`config.mk`:
```
export PLATFORM = sky130hd
export DESIGN_NAME = adder_test_driver
export DESIGN_NICKNAME = d
export VERILOG_FILES = /design/src/rtl/adder_test_driver.sv
export SDC_FILE = /design/constraint.sdc
export NUM_CORES = 1
export LEC_CHECK = 0
export ABC_AREA = 1
export BUFFER_PORTS_ARGS = -buffer_cell sky130_fd_sc_hd__buf_4
export CORE_ASPECT_RATIO = 1.1
export CORE_MARGIN = 2
export CORE_UTILIZATION = 40
export CTS_BUF_LIST = sky130_fd_sc_hd__clkbuf_16
export CTS_CLUSTER_DIAMETER = 30
export DETAILED_ROUTE_END_ITERATION = 10
export GPL_ROUTABILITY_DRIVEN = 0
export GPL_TIMING_DRIVEN = 0
export PLACE_DENSITY_LB_ADDON = 0.12
export SETUP_SLACK_MARGIN = 0.4
export SLEW_MARGIN = 15
export SYNTH_ARGS = -nofsm -noshare
export SYNTH_HDL_FRONTEND = slang
export SYNTH_SLANG_ARGS = --single-unit
```
`constraint.sdc`:
```
create_clock -name wb_clk_i -period 11.9 [get_ports wb_clk_i]
set_clock_uncertainty 0.2 [all_clocks]
set_input_delay 3.57 -clock wb_clk_i [delete_from_list [all_inputs] [get_ports wb_clk_i]]
set_output_delay 3.57 -clock wb_clk_i [all_outputs]
set_load 0.01 [all_outputs]
```
`src/rtl/adder_test_driver.sv`:
```
// adder_test_driver: LFSR-driven initiator that launches timed adds, checks sums and
// accumulates run/error/ring-oscillator counts for host readback.
module adder_test_driver #(
    parameter int WIDTH = 32,
    parameter int RUNS_W = 16,
    parameter int TIMEOUT = 1024,
    parameter logic [WIDTH-1:0] LFSR_TAPS = 32'h80200003
) (
    input  logic              wb_clk_i,
    input  logic              wb_rst_i,
    input  logic              go,
    input  logic [WIDTH-1:0]  seed,
    input  logic [RUNS_W-1:0] num_runs,
    output logic [WIDTH-1:0]  a_out,
    output logic [WIDTH-1:0]  b_out,
    output logic              adder_start,
    input  logic              adder_done,
    input  logic [WIDTH-1:0]  adder_sum,
    input  logic [WIDTH-1:0]  adder_count,
    output logic              busy,
    output logic              batch_done,
    output logic [RUNS_W-1:0] run_count,
    output logic [RUNS_W-1:0] err_count,
    output logic [WIDTH-1:0]  last_count,
    output logic              timeout_flag
);
    localparam int TW = $clog2(TIMEOUT + 1);

    typedef enum logic [2:0] {S_IDLE, S_LOAD_A, S_LOAD_B, S_LAUNCH, S_WAIT, S_CHECK, S_DONE} state_t;

    state_t state, next;
    logic go_q, mismatch;
    logic [WIDTH-1:0] lfsr, expected;
    logic [TW-1:0] timer;

    function automatic logic [WIDTH-1:0] step(input logic [WIDTH-1:0] s);
        return s[0] ? (s >> 1) ^ LFSR_TAPS : s >> 1;
    endfunction

    wire go_rise = go & ~go_q;
    wire timed_out = timer == TW'(TIMEOUT - 1);
    wire [RUNS_W-1:0] last_idx = (num_runs == '0) ? '0 : num_runs - 1'b1;

    assign adder_start = state == S_LAUNCH;
    assign busy = state != S_IDLE && state != S_DONE;
    assign batch_done = state == S_DONE;

    always_ff @(posedge wb_clk_i or posedge wb_rst_i)
        if (wb_rst_i) state <= S_IDLE;
        else state <= next;

    always_comb begin
        next = state;
        case (state)
            S_IDLE, S_DONE: next = go_rise ? S_LOAD_A : state;
            S_LOAD_A: next = S_LOAD_B;
            S_LOAD_B: next = S_LAUNCH;
            S_LAUNCH: next = S_WAIT;
            S_WAIT: next = (adder_done || timed_out) ? S_CHECK : S_WAIT;
            S_CHECK: next = (run_count == last_idx) ? S_DONE : S_LOAD_A;
            default: next = S_IDLE;
        endcase
    end

    // go_q resets high so a go level held through reset cannot look like a fresh edge
    always_ff @(posedge wb_clk_i or posedge wb_rst_i) begin
        if (wb_rst_i) begin
            go_q <= 1'b1;
            lfsr <= WIDTH'(1);
            a_out <= '0;
            b_out <= '0;
            expected <= '0;
            timer <= '0;
            mismatch <= 1'b0;
            run_count <= '0;
            err_count <= '0;
            last_count <= '0;
            timeout_flag <= 1'b0;
        end else begin
            go_q <= go;
            case (state)
                S_IDLE, S_DONE: if (go_rise) begin
                    lfsr <= (seed == '0) ? WIDTH'(1) : seed;
                    run_count <= '0;
                    err_count <= '0;
                    timeout_flag <= 1'b0;
                end
                S_LOAD_A: begin
                    a_out <= lfsr;
                    lfsr <= step(lfsr);
                end
                S_LOAD_B: begin
                    b_out <= lfsr;
                    lfsr <= step(lfsr);
                end
                S_LAUNCH: begin
                    timer <= '0;
                    expected <= a_out + b_out;
                    mismatch <= 1'b0;
                end
                S_WAIT: begin
                    timer <= timer + 1'b1;
                    if (adder_done) begin
                        last_count <= adder_count;
                        mismatch <= adder_sum != expected;
                    end else if (timed_out) begin
                        timeout_flag <= 1'b1;
                        mismatch <= 1'b1;
                    end
                end
                S_CHECK: begin
                    run_count <= run_count + 1'b1;
                    err_count <= (mismatch && !(&err_count)) ? err_count + 1'b1 : err_count;
                end
                default: ;
            endcase
        end
    end
endmodule

```
==> impl_results.md <==
- Outcome: completed
- Clock transition at path regs: 0.04 ns
- Final nets: 2021
- Area Overhead vs Synth: 35.71%
- Post-CTS sizing: 0
- Crit path max-delay cell type: nor3_1
- Core box area: 28710 um2
- FP Rows: 65
- Setup violators final: 0
- Layout cell share with drive strength beyond 1: 0.1992
- Worst Path Required: 8.13 ns
- Pwr Density: 304.1 nW/um2
- Syn_nets: 1718
- HP Class: reg2reg
- # port buffers: 247
- Die width: 167.0 um
- Setup repair bufs after CTS: 0
- Violation count after the first detailed-route iteration: 603
- CP endpoint kind: output port
- Die height: 183.3 um
- Hold buffer count at cts: 0
- Sequential element share of the synthesized area: 0.4474
- Final WL: 36.12 mm
- Total clock sinks: 209
- Post-Syn Instances: 1566
- Antenna Nets Post-Route: 0
- Largest area contributor in the netlist: dfrtp_1
- Synth top cells by count: nand2_1 (560), dfrtp_1 (207), inv_1 (142)
- Via count: 11570
- Total track usage: 0.2351
- Placed cells: 2183
- Achievable frequency: 0.1639 GHz
- Top-Level Pins: 248
- Async set-reset flop share out of synthesis: 1.000
- Initial antenna violation count: 1
- Initial core utilization: 0.4074
- Avg Cell Area, Syn: 7.469 um2
- WL per Instance: 15.83 um
- Crit path max-delay family: buffers and inverters
- Clk buf depth: 3
- RSZ-0062 raised after global routing: no
- Final Critical Period: 6.100 ns
- Max-cap check violation count: 0
- DRC violations left: 0
- Htree depth: 2
- Die area: 30630 um2
- Slew headroom: 0.4427
- Worst path max stage delay: 0.62 ns
- Netlist cell types: 55
- Global-route wire length before repair: 58.35 mm
- Synth top area share: 0.4429
- CP bufs+invs: 2
- DR pass1 iterations: 5
- Top FF cell, synth: dfrtp_1
- Post-DP HPWL: 27.93 mm
- Measured slew at the worst slew-check pin: 0.8359 ns
- Crit path max fanout: 10
- Total design power: 4.827 mW
- P_leak: 8.141 nW
- Yosys warnings: 0
- Crit-path cells: nor3_1 -> clkbuf_1 -> buf_4
- Syn Std Cell Area: 11700 um2
- TritonCTS buffer count: 52
- Kind of critical path: reg2out
- Final hold violation count: 0
- Maximum VDD drop: 0.1436 mV
- Root Driver: clkbuf_16
- Final std cells w/o fill: 2282
- Largest cells by area after synthesis: dfrtp_1 (44%), nand2_1 (18%), inv_1 (4.6%)
- CTS tree: yes
- Worst Path Arrival: 2.33 ns
- Number of global-route vias before repair: 11530
- Clk Latency, worst-skew pair: 0.55 ns
- Total gr overflow: 0
- Synth Register Bits: 209
- R2R Setup Slk: 9.16 ns
- Final period util: 0.5126
- Vias/cell: 5.068
- Number of synthesized flops with an enable pin: 0
- Crit start category: register
- Count leader, synth: nand2_1
- Final count of pins violating max slew: 0
- Largest net degree at the start of global routing: 96
==> tightest hold or removal path, stage by stage, from the launching register on <==
cell and delay, ns:
dfrtp_1 0.33, nand2_1 0.05, nand2_1 0.05
==> state kept, by name (all words and copies together) (netlist names) <==
register	count
expected	32
mismatch	1
state	3
err_count	16
timer	11
timeout_flag	1
b_out	32
a_out	32
run_count	16
go_q	1
last_count	32
lfsr	32
==> placed cells by master (no fill, tap or decap), types with 35 or more instances in the layout <==
cell type  instances
clkbuf_16         54
ha_1              35
dfrtp_1          207
inv_1            146
buf_4            248
o21ai_0           74
nand2_1          560
a21oi_1           61
nor2_1           133
nand3_1           89
==> per-stage QoR <==
step	hold WS, ns	worst slack, ns	utilization	instance area, um2	setup TNS [ns]
after floorplan	0.2488	2.424	-	11700	0
after global placement	0.2564	-0.1952	0.4880	14010	-36.80
after detailed placement	0.2601	6.172	0.4902	14070	0
after CTS	0.2703	5.735	0.5528	15870	0
after global routing	0.2942	5.618	0.5529	15870	0
final	0.2652	5.800	0.5529	15870	0
==> area by class of cell <==
type | count | area, um2
tap | 368 | 460.4
inverter | 151 | 576.8
clock buffer | 54 | 1351
sequential | 209 | 5233
fill | 2757 | 12840
buffer | 39 | 161.4
clock inverter | 44 | 445.4
antenna | 1 | 2.502
multi-input combinational | 1167 | 5733
timing repair buffer | 249 | 1909
==> worst paths after layout <==
check | to | start | depth (start not counted)
min in group asynchronous | expected[4]$_DFFE_PP0P_ | wb_rst_i | 2
hold reg to reg | last_count[4]$_DFFE_PP0P_ | last_count[4]$_DFFE_PP0P_ | 2
hold / removal | last_count[4]$_DFFE_PP0P_ | last_count[4]$_DFFE_PP0P_ | 2
max in group asynchronous | last_count[1]$_DFFE_PP0P_ | wb_rst_i | 3
setup reg to reg | expected[26]$_DFFE_PP0P_ | a_out[0]$_DFFE_PP0P_ | 15
setup / recovery | adder_start | state[2]$_DFFE_PP0P_ | 3
==> where the power goes <==
group | switching (mW) | internal (mW) | total (mW)
clock | 0.435 | 0.988 | 1.42
combinational | 1.28 | 0.829 | 2.11
sequential | 0.276 | 1.02 | 1.30
total | 1.99 | 2.84 | 4.83
==> routing by layer <==
layer  vias to the layer above  routed length (um)  GRT usage
met5                         -                   0          0
met2                       355               17880     0.4147
met1                      5352               15050     0.2868
met3                        84                1918    0.03971
li1                       5775                   -          -
met4                         0                1274    0.09241
==> cell families (layout without fill, tap and decap cells) <==
kind of cell,after synthesis,in the layout,share of synthesized area
simple gates,880,880,0.3155
fa+ha+maj,36,36,0.03915
other cells,0,1,0
buf+inv,190,537,0.06247
mux,1,1,0.0008558
flops,209,209,0.4474
compound gates,222,222,0.1137
xor+xnor,28,28,0.02097
Power figures use the tool's default switching activity.
